<file path="config.mk">
export PLATFORM = sky130hd
export DESIGN_NAME = alu_issue
export DESIGN_NICKNAME = d
export VERILOG_FILES = /design/src/rtl/alu_issue.sv
export SDC_FILE = /design/constraint.sdc
export NUM_CORES = 1
export LEC_CHECK = 0
export BUFFER_PORTS_ARGS = -buffer_cell sky130_fd_sc_hd__buf_2
export CORE_MARGIN = 2
export CORE_UTILIZATION = 55
export CTS_BUF_LIST = sky130_fd_sc_hd__clkbuf_8
export DETAILED_ROUTE_END_ITERATION = 16
export PLACE_DENSITY = 0.82
export SYNTH_ARGS = -nofsm -noshare
export SYNTH_HDL_FRONTEND = slang
export SYNTH_SLANG_ARGS = --single-unit
</file>
<file path="constraint.sdc">
create_clock -name clk -period 2.75 [get_ports clk]
set_input_delay 0.1375 -clock clk [delete_from_list [all_inputs] [get_ports clk]]
set_output_delay 0.1375 -clock clk [all_outputs]
set_load 0.01 [all_outputs]
</file>
<file path="src/rtl/alu_issue.sv">
// Operand-fetch/issue stage for the 16-bit ALU: 8-entry register file, result captured one cycle after accept, issue every 3 cycles minimum.
// Result is held in RESP until res_ready; no new command is taken meanwhile. `ALU_ISSUE_FLAGS_EN adds res_zero/res_neg.
module alu_issue #(
  parameter int WIDTH  = 16,
  parameter int ADDR_W = 3
) (
  input  logic              clk,
  input  logic              rst,
  input  logic              cmd_valid,
  output logic              cmd_ready,
  input  logic [0:2]        cmd_op,
  input  logic [0:ADDR_W-1] cmd_rd,
  input  logic [0:ADDR_W-1] cmd_rs1,
  input  logic [0:ADDR_W-1] cmd_rs2,
  input  logic              wr_en,
  input  logic [0:ADDR_W-1] wr_addr,
  input  logic [0:WIDTH-1]  wr_data,
  output logic [0:WIDTH-1]  alu_a,
  output logic [0:WIDTH-1]  alu_b,
  output logic [0:2]        alu_op,
  input  logic [0:WIDTH-1]  alu_out,
  output logic              res_valid,
  input  logic              res_ready,
  output logic [0:WIDTH-1]  res_data,
  output logic [0:ADDR_W-1] res_rd
`ifdef ALU_ISSUE_FLAGS_EN
  ,
  output logic              res_zero,
  output logic              res_neg
`endif
);

  typedef enum logic [1:0] {IDLE, EXEC, RESP} state_t;

  state_t            state, state_nxt;
  logic              accept;
  logic              unary;
  logic              wb;
  logic [0:WIDTH-1]  rf [0:2**ADDR_W-1];

  assign cmd_ready = (state == IDLE) && !rst;
  assign res_valid = (state == RESP);
  assign unary     = (cmd_op == 3'b010) || (cmd_op == 3'b011) || (cmd_op == 3'b111);
  assign wb        = (state == EXEC);

  always_comb begin
    state_nxt = state;
    accept    = 1'b0;
    case (state)
      IDLE: begin
        if (cmd_valid && cmd_ready) begin
          accept    = 1'b1;
          state_nxt = EXEC;
        end
      end
      EXEC: state_nxt = RESP;
      RESP: begin
        if (res_ready) state_nxt = IDLE;
      end
      default: state_nxt = IDLE;
    endcase
  end

  always_ff @(posedge clk) begin
    if (rst) begin
      state    <= IDLE;
      alu_a    <= '0;
      alu_b    <= '0;
      alu_op   <= '0;
      res_data <= '0;
      res_rd   <= '0;
`ifdef ALU_ISSUE_FLAGS_EN
      res_zero <= 1'b0;
      res_neg  <= 1'b0;
`endif
      for (int i = 0; i < 2**ADDR_W; i++) rf[i] <= '0;
    end else begin
      state <= state_nxt;
      if (accept) begin
        alu_a  <= rf[cmd_rs1];
        alu_b  <= unary ? '0 : rf[cmd_rs2];
        alu_op <= cmd_op;
        res_rd <= cmd_rd;
      end
      if (wb) begin
        res_data   <= alu_out;
        rf[res_rd] <= alu_out;
`ifdef ALU_ISSUE_FLAGS_EN
        res_zero   <= (alu_out == '0);
        res_neg    <= alu_out[0];
`endif
      end
      // ALU writeback takes priority over a direct write to the same register
      if (wr_en && !(wb && (wr_addr == res_rd))) rf[wr_addr] <= wr_data;
    end
  end

endmodule

</file>
==> impl_metrics.ini, run 1 <==
[route]
ant_nets = 0
viasPerCell = 7.105
wl_mm = 27.77
dr.pass1.iters = 5
avgRoutedWirePerCell_um = 27.12
drc_errors = 0
drt_iter0_drc = 933
vias = 7276

[clock_network]
worstSkewPairLatency_ps = 490
htreeDepth = 4
cts_root_buffer = clkbuf_8
clk_path_buf_depth = 2
path_clk_slew_ps = 100
numCtsBuffers = 17
clock-sinks = 184
cts_tree = yes
ctsResizeCount = 0

[place]
gp_congestion = 0.8627
io_buffers = 107
post-dp-hpwl_mm = 18.33
numPlacedInstances = 967

[setup_path]
cp-start-kind = flop
worstPathCellList = xnor2_4, nand4_4, a311o_1
crit_path_end_kind = flop
crit_type = flop to flop
critPathMaxFanout = 16
max_stage_delay_ps = 1000
cp.arrival_ps = 2600
crit_path_top_delay_cell = a311o_1
critPathRequiredTime_ps = 2860

[sta]
hold_viol_final = 0
max_slew_margin_pct = 18.04
report.final.slew_viol_count = 0
min_period_ps = 2490
fin_skew_ps = 13.51
rsz0062_at_grt = false
finalSetupTns_ps = 0
setup_viol = 0
final.period_utilization_pct = 90.54
worst_slew_pin_slew_ps = 1229
fmax_mhz = 401.6

[synthesis]
syn_inst = 691
netlist_area_mm2 = 0.009889
ys_types = 40
ys_ff_latch = 184
seq_area_frac_synth_pct = 50.20
syn_area_per_cell_um2 = 14.31
synth_warnings = 0
syn_nets = 743

[die]
dieArea_mm2 = 0.01907
core_mm2 = 0.01778
die_h_um = 138.1
start_util_pct = 55.62
dieWidth_um = 138.1
io_pins = 108
fp-row-count = 49

[final_layout]
area_growth_pct = 12.85
num-fill-cells = 1312
final_nets = 834
final_cells = 1024
antenna_cells = 0
layout-drive-gt1-share_pct = 29.94
final_core_util_pct = 62.77

[global_routing]
track_usage_pct = 29.63
grt_first_pass_wirelength_mm = 42.95
grt_pass1_vias = 7351
grt_start_max_net_pins = 40
grt.overflow.total = 0
antenna_found_initial = 1

[power_and_ir_drop]
ir_drop_mv = 0.4111
swShare_pct = 26.92
p_leak_nw = 4.270
p_per_area_mw_per_mm2 = 542.1
p_sw_mw = 1.628
clkPwrFrac_pct = 32.6
p_int_mw = 4.421
pwr-share-comb_pct = 14.3
seq_power_share_pct = 53.1

[outcome]
status = completed

[flow_run]
max_cap_viol_count = 0

[min_path]
hold_path.class = input pin to flop
-- final timing paths --
kind	start	endpoint	depth (start not counted)	slack, ps
setup / recovery	res_rd[2]	rf[6][3]	3	260
hold / removal	wr_data[2]	rf[0][13]	3	170
setup reg to reg	res_rd[2]	rf[6][3]	3	260
hold reg to reg	alu_op[0]	alu_op[0]	2	460
-- flip-flops by register name, summed over array words and instances (netlist names) --
signal,flops
state,2
alu_a,16
res_data,16
rf,128
res_rd,3
alu_b,16
alu_op,3
-- power groups by stage --
stage	sequential [mW]	combinational (mW)	clock, mW
final	3.21	0.867	1.97
after global routing	3.23	0.920	2.10
after CTS	3.21	0.856	1.98
after detailed placement	3.27	0.827	0
after global placement	3.25	0.799	0
after floorplan	3.25	0.558	0
-- metrics by stage --
stage | hold WS, ps | instance area (um2) | total power [mW] | worst slack [ps]
3_5_place_dp | 396.4 | 10490 | 4.099 | 301.0
3_3_place_gp | 384.0 | 10490 | 4.053 | 426.2
6_report | 169.3 | 11160 | 6.050 | 260.1
4_1_cts | 147.2 | 11160 | 6.045 | 264.0
2_1_floorplan | 273.5 | 9889 | 3.810 | 688.0
5_1_grt | 163.7 | 11160 | 6.244 | 83.28
-- critical path, delay by kind of cell, from the launching register on --
kind	cells	cell delay [ps]
and+or+nand+nor	1	170
DFF	1	670
AOI/OAI and AO/OA	1	1000
xor gates and xnor gates	1	250
-- cell families (layout without fill, tap and decap cells) --
family | Yosys count | in the layout | share of synthesized area (%)
XOR/XNOR | 2 | 2 | 0.5567
multiplexers | 96 | 96 | 19.15
AO/OA/AOI/OAI | 197 | 197 | 18.13
flip-flops | 184 | 184 | 50.20
AND/OR/NAND/NOR | 122 | 122 | 7.047
buffers and inverters | 90 | 194 | 4.909
-- final cells by class --
class | count | area [um2] | area share (%)
Clock buffer | 17 | 234.0 | 2.096
Sequential cell | 184 | 4965 | 44.48
Multi-Input combinational cell | 417 | 4444 | 39.82
Tap cell | 229 | 286.5 | 2.567
Clock inverter | 15 | 190.2 | 1.704
Inverter | 2 | 7.507 | 0.06726
Timing Repair Buffer | 160 | 1033 | 9.260
-- timing repair --
item	4_1_cts	5_1_grt
hold endpoints to repair	23	0
buffers inserted	0	0
hold buffers	25	0
-- per-layer routing --
metal  vias up  part of all wire [%]  routed length [um]  GRT usage (%)
met4         0                   3.2                 890          11.60
met3        90                    12                3360          7.967
met1      3529                    38               10440          40.42
met5         -                     0                   0              0
li1       3066                     -                   -              -
met2       591                    47               13080          45.91
-- Yosys cell counts --
library cell  instances  area, um2
nand4_4               2      42.54
and2b_2               1      8.760
mux2_2               16      180.2
mux4_1               30      788.3
nor3b_2               4      50.05
nand2b_1              3      18.77
nor3_1                1      5.000
or3b_4                1      11.26
and3b_1               1      8.760
nor2_1               18      67.56
a22o_1               80      700.7
a211oi_2              1      12.51
nor3b_1               1      7.510
mux4_2               34      765.7
a21oi_4               1      16.27
buf_2                21      105.1
a311o_1               8      80.08
buf_1                 3      11.26
a21oi_1              24      120.1
buf_8                 1      15.01
or3_4                 1      11.26
buf_6                 8      90.09
nand2_1              44      165.2
a41oi_4               4      110.1
and3_1               20      125.1
edfxtp_1            128       3844
nor2b_1               4      25.02
inv_2                 2      7.510
buf_4                13      97.59
nor4b_2               1      15.01
clkbuf_2              1      5.000
and2_1               18      112.6
or4b_1                1      10.01
dfxtp_1              56       1121
clkbuf_1             41      153.9
a32o_1               64      640.6
a211oi_1             15      112.6
and4bb_2              1      12.51
xnor2_4               2      55.05
mux2i_1              16      160.2
-- cell usage in the layout (no fill, tap or decap), types with 2 or more instances in the layout --
cell           netlist  layout
a211oi_1            15      15
inv_8                0       2
a41oi_4              4       4
nand4_4              2       2
and2_1              18      18
mux2_2              16      16
a311o_1              8       8
a32o_1              64      64
buf_12               0       3
xnor2_4              2       2
mux2i_1             16      16
bufinv_16            0       3
inv_2                2       2
a21oi_1             24      24
clkbuf_8             0      17
and3_1              20      20
buf_4               13      25
inv_6                0       5
dfxtp_1             56      56
nor2_1              18      18
mux4_1              30      30
nor2b_1              4       4
a22o_1              80      80
dlygate4sd3_1        0      25
clkinv_4             0       2
edfxtp_1           128     128
buf_2               21     107
nand2_1             44      44
mux4_2              34      34
nor3b_2              4       5
nand2b_1             3       3
Power figures use the tool's default switching activity.
==> run 2, diff against run 1 <==
Settings changed: CORE_ASPECT_RATIO set to 1.25.
==> impl_metrics.ini, run 2 (synthesis results as in run 1) <==
[outcome]
status = completed

[route]
drt_iter0_drc = 673
dr.pass1.iters = 5
avgRoutedWirePerCell_um = 25.41
vias = 7118
drc_errors = 0
wl_mm = 25.64
viasPerCell = 7.055
ant_nets = 0

[place]
pre_cts_ws_ps = 301.0
post-dp-hpwl_mm = 18.53
io_buffers = 107
gp_congestion = 0.9423
place_area_mm2 = 0.01040

[clock_network]
clock-sinks = 184
ctsResizeCount = 0
clk_path_buf_depth = 2
cts_tree = yes
cts_hold_buf = 21
numCtsBuffers = 17
path_clk_slew_ps = 90
htreeDepth = 4
cts_root_buffer = clkbuf_8
cts_setup_buffers = 0
worstSkewPairLatency_ps = 480

[final_layout]
num-fill-cells = 1270
layout-drive-gt1-share_pct = 29.30
antenna_cells = 0
final_core_util_pct = 62.60
final_area_mm2 = 0.01100
largest-register = rf
largest_reg_flops = 128
mostFrequentLayoutCells = edfxtp_1 (128), buf_2 (107), a22o_1 (80)
area_growth_pct = 11.20
mostFrequentLayoutCell = edfxtp_1
final_nets = 824

[die]
die_h_um = 153.9
start_util_pct = 56.30
io_pins = 108
dieWidth_um = 123.9
fp-row-count = 54
core_mm2 = 0.01757
dieArea_mm2 = 0.01908

[min_path]
hold_path.class = input pin to flop
holdCritStartpoint = alu_out[7]

[power_and_ir_drop]
p_int_mw = 4.335
clkPwrFrac_pct = 31.0
p_per_area_mw_per_mm2 = 532.4
ir_drop_mv = 0.2749
p_leak_nw = 4.196
p_sw_mw = 1.520
swShare_pct = 25.96
seq_power_share_pct = 55.2
pwr-share-comb_pct = 13.8

[sta]
max_slew_margin_pct = 29.11
final.period_utilization_pct = 91.43
rsz0062_at_grt = false
fmax_mhz = 397.7
hold_viol_final = 0
worst_slew_pin_slew_ps = 1063
setup_viol = 0
fin_skew_ps = 12.31
fin_ws_ps = 235.6
min_period_ps = 2514
finalSetupTns_ps = 0
report.final.slew_viol_count = 0

[setup_path]
reg2reg_from = res_rd[2]
cp-start-kind = flop
critPathMaxFanout = 16
crit_type = flop to flop
crit_path_end_kind = flop
critPathRequiredTime_ps = 2850
cp.arrival_ps = 2610
crit_start = res_rd[2]

[global_routing]
grt_start_max_net_pins = 33
antenna_found_initial = 0
grt_first_pass_wirelength_mm = 39.86
track_usage_pct = 27.88
grt_pass1_vias = 6953
grt.overflow.total = 0

[flow_run]
max_cap_viol_count = 0
run 2: changes by cell type in the layout (fill, tap and decap cells not counted):
cell and delta:
buf_12 -3, buf_4 -3, bufinv_16 -1, clkbuf_8 +2, clkinv_4 -1, clkinvlp_4 +1
dlygate4sd3_1 -4, inv_1 +2, inv_4 +3, inv_6 -4, inv_8 -2
run 2: layer usage:
layer / GRT usage (%) / part of all wire [%]
met5: 0 / 0
met4: 9.363 / 2.4
met3: 8.865 / 13
met2: 44.69 / 48
met1: 35.95 / 37
run 2: worst paths after layout:
kind	to	slack, ps	cells after the start
setup / recovery	rf[6][9]	240	3
hold / removal	res_data[7]	30	3
setup reg to reg	rf[6][9]	240	3
hold reg to reg	res_data[15]	460	2
run 2: layout make-up:
type                    instances  area [um2]  area share (%)
clock inverters                13       127.6           1.161
flip-flops and latches        184        4965           45.15
inverters                       2       7.507         0.06827
well taps                     224       280.3           2.549
repair buffers                150       910.9           8.283
multi-input cells             417        4444           40.41
clock buffers                  19       261.5           2.378
run 2: worst max-delay path: stages, from the launching register on:
cell and delay (ps):
dfxtp_1 690, xnor2_4 260, nand4_4 260, a311o_1 920
run 2: per-stage QoR:
step / cells / total power, mW / hold WS (ps)
finish: 1009 / 5.854 / 31.03
global route: 1009 / 6.022 / 32.42
CTS: 1009 / 5.852 / 5.109
detailed placement: 956 / 4.067 / 390.5
global placement: 956 / 4.019 / 377.6
floorplan: 691 / 3.810 / 273.5
run 2: power by group through the flow:
stage	registers, mW	clock network [mW]	logic [mW]
5_1_grt	3.25	1.91	0.867
3_5_place_dp	3.29	0	0.779
2_1_floorplan	3.25	0	0.558
4_1_cts	3.22	1.82	0.806
6_report	3.23	1.81	0.810
3_3_place_gp	3.27	0	0.748
